<file path="config.mk">
export PLATFORM = sky130hd
export DESIGN_NAME = ddr_burst_arbiter
export DESIGN_NICKNAME = d
export VERILOG_FILES = /design/src/rtl/ddr_burst_arbiter.sv
export SDC_FILE = /design/constraint.sdc
export NUM_CORES = 1
export LEC_CHECK = 0
export BUFFER_PORTS_ARGS = -buffer_cell sky130_fd_sc_hd__buf_2
export CORE_UTILIZATION = 45
export CTS_CLUSTER_DIAMETER = 120
export DETAILED_ROUTE_END_ITERATION = 8
export GPL_TIMING_DRIVEN = 1
export PLACE_DENSITY = 0.8
export SETUP_SLACK_MARGIN = 0.5
export SKIP_LAST_GASP = 1
export SYNTH_ARGS = -nofsm -noshare
export SYNTH_HDL_FRONTEND = slang
export SYNTH_SLANG_ARGS = --single-unit
export TNS_END_PERCENT = 1
</file>
<file path="constraint.sdc">
create_clock -name mem_clk -period 3 [get_ports mem_clk]
set_clock_uncertainty 0.1 [all_clocks]
set_input_delay 0.9 -clock mem_clk [delete_from_list [all_inputs] [get_ports mem_clk]]
set_output_delay 0.9 -clock mem_clk [all_outputs]
set_load 0.1 [all_outputs]
</file>
<file path="src/rtl/ddr_burst_arbiter.sv">
// Arbitrates three burst requesters (isa_rd, data_rd, data_wr) onto one DDR read/write burst port.
// Latency: grant on the edge that samples a request, burst request one cycle later, done one cycle after finish.
// Backpressure: requesters hold req/addr/len until their done pulse; DDR_ARB_ROUND_ROBIN_EN selects round-robin, else fixed priority.
module ddr_burst_arbiter #(
    parameter int DDR_ADDR_WIDTH  = 28,
    parameter int BURST_LEN_WIDTH = 10
) (
    input  logic                       mem_clk,
    input  logic                       rst_n,
    input  logic                       init_calib_complete,
    input  logic                       isa_rd_req,
    input  logic                       data_rd_req,
    input  logic                       data_wr_req,
    input  logic [DDR_ADDR_WIDTH-1:0]  isa_rd_addr,
    input  logic [DDR_ADDR_WIDTH-1:0]  data_rd_addr,
    input  logic [DDR_ADDR_WIDTH-1:0]  data_wr_addr,
    input  logic [BURST_LEN_WIDTH-1:0] isa_rd_len,
    input  logic [BURST_LEN_WIDTH-1:0] data_rd_len,
    input  logic [BURST_LEN_WIDTH-1:0] data_wr_len,
    output logic                       isa_rd_done,
    output logic                       data_rd_done,
    output logic                       data_wr_done,
    output logic                       rd_burst_req,
    output logic                       wr_burst_req,
    output logic [DDR_ADDR_WIDTH-1:0]  rd_burst_addr,
    output logic [DDR_ADDR_WIDTH-1:0]  wr_burst_addr,
    output logic [BURST_LEN_WIDTH-1:0] rd_burst_len,
    output logic [BURST_LEN_WIDTH-1:0] wr_burst_len,
    input  logic                       rd_burst_finish,
    input  logic                       wr_burst_finish,
    output logic                       busy,
    output logic [1:0]                 grant_id
);

    typedef enum logic [1:0] {S_IDLE, S_RD, S_WR, S_DONE} state_t;

    localparam logic [1:0] ID_NONE  = 2'd0;
    localparam logic [1:0] ID_ISA   = 2'd1;
    localparam logic [1:0] ID_DRD   = 2'd2;
    localparam logic [1:0] ID_DWR   = 2'd3;

    state_t                     state;
    logic [1:0]                 sel_id;
    logic [DDR_ADDR_WIDTH-1:0]  sel_addr;
    logic [BURST_LEN_WIDTH-1:0] sel_len;

`ifdef DDR_ARB_ROUND_ROBIN_EN
    // Index of the requester searched first: 0 isa_rd, 1 data_rd, 2 data_wr.
    logic [1:0] rr_ptr;

    always_comb begin
        sel_id = ID_NONE;
        case (rr_ptr)
            2'd1: begin
                if      (data_rd_req) sel_id = ID_DRD;
                else if (data_wr_req) sel_id = ID_DWR;
                else if (isa_rd_req)  sel_id = ID_ISA;
            end
            2'd2: begin
                if      (data_wr_req) sel_id = ID_DWR;
                else if (isa_rd_req)  sel_id = ID_ISA;
                else if (data_rd_req) sel_id = ID_DRD;
            end
            default: begin
                if      (isa_rd_req)  sel_id = ID_ISA;
                else if (data_rd_req) sel_id = ID_DRD;
                else if (data_wr_req) sel_id = ID_DWR;
            end
        endcase
    end
`else
    always_comb begin
        sel_id = ID_NONE;
        if      (data_wr_req) sel_id = ID_DWR;
        else if (data_rd_req) sel_id = ID_DRD;
        else if (isa_rd_req)  sel_id = ID_ISA;
    end
`endif

    always_comb begin
        sel_addr = '0;
        sel_len  = '0;
        case (sel_id)
            ID_ISA: begin sel_addr = isa_rd_addr;  sel_len = isa_rd_len;  end
            ID_DRD: begin sel_addr = data_rd_addr; sel_len = data_rd_len; end
            ID_DWR: begin sel_addr = data_wr_addr; sel_len = data_wr_len; end
            default: ;
        endcase
    end

    always_ff @(posedge mem_clk or negedge rst_n) begin
        if (!rst_n) begin
            state         <= S_IDLE;
            grant_id      <= ID_NONE;
            busy          <= 1'b0;
            rd_burst_req  <= 1'b0;
            wr_burst_req  <= 1'b0;
            rd_burst_addr <= '0;
            wr_burst_addr <= '0;
            rd_burst_len  <= '0;
            wr_burst_len  <= '0;
            isa_rd_done   <= 1'b0;
            data_rd_done  <= 1'b0;
            data_wr_done  <= 1'b0;
`ifdef DDR_ARB_ROUND_ROBIN_EN
            rr_ptr        <= 2'd0;
`endif
        end else begin
            isa_rd_done  <= 1'b0;
            data_rd_done <= 1'b0;
            data_wr_done <= 1'b0;
            case (state)
                S_IDLE: begin
                    if (init_calib_complete && sel_id != ID_NONE) begin
                        grant_id <= sel_id;
                        busy     <= 1'b1;
                        if (sel_id == ID_DWR) begin
                            wr_burst_addr <= sel_addr;
                            wr_burst_len  <= sel_len;
                        end else begin
                            rd_burst_addr <= sel_addr;
                            rd_burst_len  <= sel_len;
                        end
                        // Zero-length bursts complete without touching the controller.
                        if (sel_len == '0) begin
                            state        <= S_DONE;
                            isa_rd_done  <= (sel_id == ID_ISA);
                            data_rd_done <= (sel_id == ID_DRD);
                            data_wr_done <= (sel_id == ID_DWR);
                        end else begin
                            state <= (sel_id == ID_DWR) ? S_WR : S_RD;
                        end
`ifdef DDR_ARB_ROUND_ROBIN_EN
                        rr_ptr <= (sel_id == ID_DWR) ? 2'd0 : sel_id;
`endif
                    end
                end
                S_RD: begin
                    if (!rd_burst_req) begin
                        rd_burst_req <= 1'b1;
                    end else if (rd_burst_finish) begin
                        rd_burst_req <= 1'b0;
                        state        <= S_DONE;
                        isa_rd_done  <= (grant_id == ID_ISA);
                        data_rd_done <= (grant_id == ID_DRD);
                    end
                end
                S_WR: begin
                    if (!wr_burst_req) begin
                        wr_burst_req <= 1'b1;
                    end else if (wr_burst_finish) begin
                        wr_burst_req <= 1'b0;
                        state        <= S_DONE;
                        data_wr_done <= 1'b1;
                    end
                end
                S_DONE: begin
                    state    <= S_IDLE;
                    grant_id <= ID_NONE;
                    busy     <= 1'b0;
                end
                default: state <= S_IDLE;
            endcase
        end
    end

endmodule

</file>
# Word-level counts from Yosys, hierarchy flattened
# Index checks and enable logic that the tools add are counted.
op_classes:
  n_eq_ne: 13
  muxes: 36
  n_bitwise: 1
  n_reduce_logical: 9
op_table:
  columns: ["cell", "count"]
  rows:
  - ["28-bit case mux with 3 select lines", 1]
  - ["10-bit case mux with 3 select lines", 1]
  - ["2-bit two-way mux", 10]
  - ["1-bit two-way mux", 18]
  - ["2-bit equality test, second input constant", 5]
  - ["10-bit zero test", 1]
  - ["2-bit != test, second input constant", 5]
  - ["1-bit case mux with 2 select lines", 4]
  - ["2-bit case mux with 4 select lines", 1]
  - ["2-bit by 1-bit equality test with 1-bit output, second input constant", 3]
  - ["3-bit AND reduction", 2]
  - ["5-bit AND reduction", 1]
  - ["2-bit case mux with 2 select lines", 1]
  - ["2-bit nonzero test", 2]
  - ["2-bit zero test", 1]
  - ["2-bit AND reduction", 1]
  - ["1-bit logical AND", 1]
  - ["1-bit NOT", 1]
word_totals:
  ff_bits: 86
  in_bits: 122
  out_inout_bits: 84

# Logic depth before layout (Yosys ltp)
logic_depth:
  ltp_word: 9
  ltp_mapped: 10
  mapped_depth_nobuf: 7

# Worst setup path before layout
# No wires, ideal clock.
synth_path:
  path_kind: "input to register"
  startpoint: "input data_rd_req"
  endpoint: "register state[0]"
  setup_ns: 0.082
  arrival_time_ns: 2.343
  required_ns: 2.818
  slack_ns: 0.475
  cell_stages: 7
  path_buffers: 2
  cell_sequence: "buf_6 buf_6 a21oi_2 o21ai_1 a221o_1 or4_4 a31oi_1"
synth_between:
  elab_chain_cells: 8
synth_lines:
  columns: ["element", "line_no", "rtl"]
  rows:
  - ["from (decl)", "12", "input logic data_rd_req,"]
  - ["2-bit two-way mux *", "75", "else if (data_rd_req) sel_id = ID_DRD;"]
  - ["2-bit two-way mux *", "74", "if (data_wr_req) sel_id = ID_DWR;"]
  - ["2-bit equality test (tied with other cells)", "83, 131", null]
  - ["10-bit case mux with 3 select lines", "83", "case (sel_id)"]
  - ["10-bit zero test", "125", "if (sel_len == '0) begin"]
  - ["2-bit two-way mux", "125", null]
  - ["2-bit two-way mux", "114", "if (init_calib_complete && sel_id != ID_NONE) begin"]
  - ["2-bit case mux with 4 select lines", "112", "case (state)"]
  - ["to (signal assigned)", "131", "state <= (sel_id == ID_DWR) ? S_WR : S_RD;"]
  - ["to (decl)", "42", "state_t state;"]
# Mark *: on every way between the ends. The rest lies on a longest branch, timed or not. The select of a mux whose other input is x is not followed.
# A chain may end at the register's enable or synchronous reset.

# Worst setup path in the final report
layout_path:
  startpoint: "input data_rd_req"
  endpoint: "register state[1]"
# The elaborated chain is that of the path after synthesis.

==> reports/results.ini <==
[global_route]
grt_antenna_before_repair=1
grt_pass1_wl_um=16400
grt_max_degree=48
overflow=0
grt_pass1_vias=3473
grtUsageTotal_pct=24.3

[synth]
ys_seq_elements=86
ys_warn_count=0
syn_nets=484
syn_inst=358
syn-cell-area_sq_um=3830
ys_types=37
synth-edff-count=0
async_flop_share_pct=100
synth.avg_cell_area_sq_um=10.7
yosysSeqAreaShare_pct=56.1
synth_flop_cell=dfrtp_1

[clock_tree]
cts_setup_buffers=0
cts.sink_count=86
clk_path_buf_depth=2
path_clk_slew_ns=0.08
clockRootBuffer=clkbuf_8
cts_buffers=9
cts_tree=done
htree_levels=3
clock_latency_ns=0.34

[timing]
finalWorstSetupSlack_ns=0.544
fmax_ghz=0.407
maxSlewViolCount=0
post-route-period-util_pct=81.9
min_period_ns=2.46
hold_violations=0
setup_viol=0
rsz0062_at_grt=no
slew_headroom_pct=57.5
tns_ns=0
tightest_slew_ns=0.637

[finish]
syn_to_final_growth_pct=37.5
finish.utilization_pct=64.2
nets=691
drive_above_1_share_pct=49.8
diodes=0

[critical_path]
startpoint_type=input pin
cp_slowest_cell=or4_1
cp_cell_sequence=buf_4, a21oi_1, a2bb2oi_1, or4_1, or4_4, a31oi_2
cpPeakStageDelay_ns=0.54
crit_arrival_ns=2.62
crit_path_max_fanout=18
required_ns=3.16
cp-end-kind=flip-flop
critPathKind=input pin to flip-flop

[floorplanning]
io_pins=206
fp.dieArea_sq_um=8900
num_rows=33
core_sq_um=8220
start_util_pct=46.7
dieWidth_um=94.3
die_h_um=94.3

[place]
gp_congestion=0.828
pre_cts_ws_ns=0.0411
place.detailed.hpwl_um=8170
io_buffers=205

[drt]
wl_per_cell_um=15.7
drc=0
final_antenna_net_count=0
via_per_inst=5.31
drt-initial-drc-count=125
routed-via-count=3585
routed_wl_um=10600
firstDrtPassIters=6

[hold_path]
hold_path_class=flip-flop to flip-flop

[run]
drv_cap=0

[outcome]
status=completed

## per-layer routing
layer	vias to the layer above	part of all wire, %	GRT usage (%)
li1	1687	-	-
met1	1717	40	29.0
met2	161	50	41.7
met3	18	8.5	7.44
met4	2	1.4	8.08
met5	-	0.11	0
## critical path, delay by kind of cell
family          cells  cell delay (ns)
simple gates        2             1.02
buf+inv             1             0.18
compound gates      3             0.52
## cells in the mapped netlist (all sizes together) (2+ instances only)
| cell type | number | area, sq um |
|---|---|---|
| nand2 | 40 | 150 |
| mux2 | 34 | 383 |
| a31oi | 2 | 12.5 |
| ha | 4 | 50.1 |
| a21oi | 16 | 83.8 |
| o22ai | 2 | 12.5 |
| or4 | 2 | 18.8 |
| buf | 12 | 76.3 |
| nand3b | 7 | 52.6 |
| nand3 | 2 | 10.0 |
| inv | 5 | 18.8 |
| o31ai | 13 | 97.6 |
| o21ai | 15 | 75.1 |
| a2bb2oi | 4 | 35.0 |
| dfrtp | 86 | 2150 |
| nand4 | 3 | 18.8 |
| clkbuf | 15 | 56.3 |
| a221oi | 25 | 219 |
| nor2 | 58 | 220 |
| or2 | 3 | 18.8 |
## through the flow
step,cell area (sq um),std cells,hold WS (ns)
final,5270,675,0.383
after global routing,5270,675,0.410
after CTS,5260,675,0.384
after detailed placement,5030,659,0.365
after global placement,5030,659,0.357
after floorplan,3830,358,0.504
## logic make-up after synthesis
family | Yosys count | share of synthesized area, %
DFF | 86 | 56.1
muxes | 34 | 9.98
buffers and inverters | 32 | 3.95
adders and majority gates | 4 | 1.31
and+or+nand+nor | 120 | 13.6
AOI/OAI and AO/OA | 82 | 15.1
## path summary, 6_finish.rpt
path | cells past startpoint | slack, ns | startpoint | to
setup / recovery | 6 | 0.54 | data_rd_req | state[1]$_DFFE_PN0P_
hold / removal | 2 | 0.38 | rd_burst_len[2]$_DFFE_PN0P_ | rd_burst_len[2]$_DFFE_PN0P_
setup reg to reg | 8 | 0.73 | state[1]$_DFFE_PN0P_ | rd_burst_addr[9]$_DFFE_PN0P_
hold reg to reg | 2 | 0.38 | rd_burst_len[2]$_DFFE_PN0P_ | rd_burst_len[2]$_DFFE_PN0P_
max in group asynchronous | 2 | 1.74 | rst_n | wr_burst_len[9]$_DFFE_PN0P_
min in group asynchronous | 1 | 0.45 | rst_n | wr_burst_addr[13]$_DFFE_PN0P_
## cell usage in the layout (no fill, tap or decap), types with 4 or more instances in the layout
| cell type | Yosys | final |
|---|---|---|
| o21ai_0 | 11 | 11 |
| a21oi_1 | 15 | 15 |
| o21ai_1 | 4 | 4 |
| nand2_1 | 40 | 40 |
| nor2_1 | 57 | 57 |
| ha_1 | 4 | 4 |
| a2bb2oi_1 | 4 | 4 |
| nand3b_1 | 7 | 7 |
| buf_4 | 1 | 17 |
| o31ai_1 | 13 | 13 |
| buf_2 | 4 | 202 |
| dfrtp_1 | 86 | 86 |
| clkbuf_8 | 0 | 9 |
| a221oi_1 | 25 | 23 |
| inv_1 | 5 | 4 |
| mux2_2 | 34 | 34 |
## flip-flops by register name, summed over array words and instances (netlist names)
register       flops
wr_burst_addr     28
data_wr_done       1
state              2
wr_burst_req       1
busy               1
wr_burst_len      10
data_rd_done       1
rd_burst_addr     28
grant_id           2
rd_burst_req       1
isa_rd_done        1
rd_burst_len      10
## layout make-up
type,instances,area [sq um]
fillers,697,2940
inverters,5,18.8
repair buffers,223,1200
flip-flops and latches,86,2150
clock buffers,11,131
well taps,105,131
multi-input cells,240,1560
clock inverters,5,83.8
## timing repair
action | CTS | global route
gates resized for setup | 3 | 4
pin swaps | 0 | 0
endpoints found under the setup margin | 5 | 3
hold endpoints to repair | 0 | 0
hold buffers | 0 | 0
Power is not shown: default switching activity piles up to over one toggle a cycle in this logic, so the estimate is an artifact.
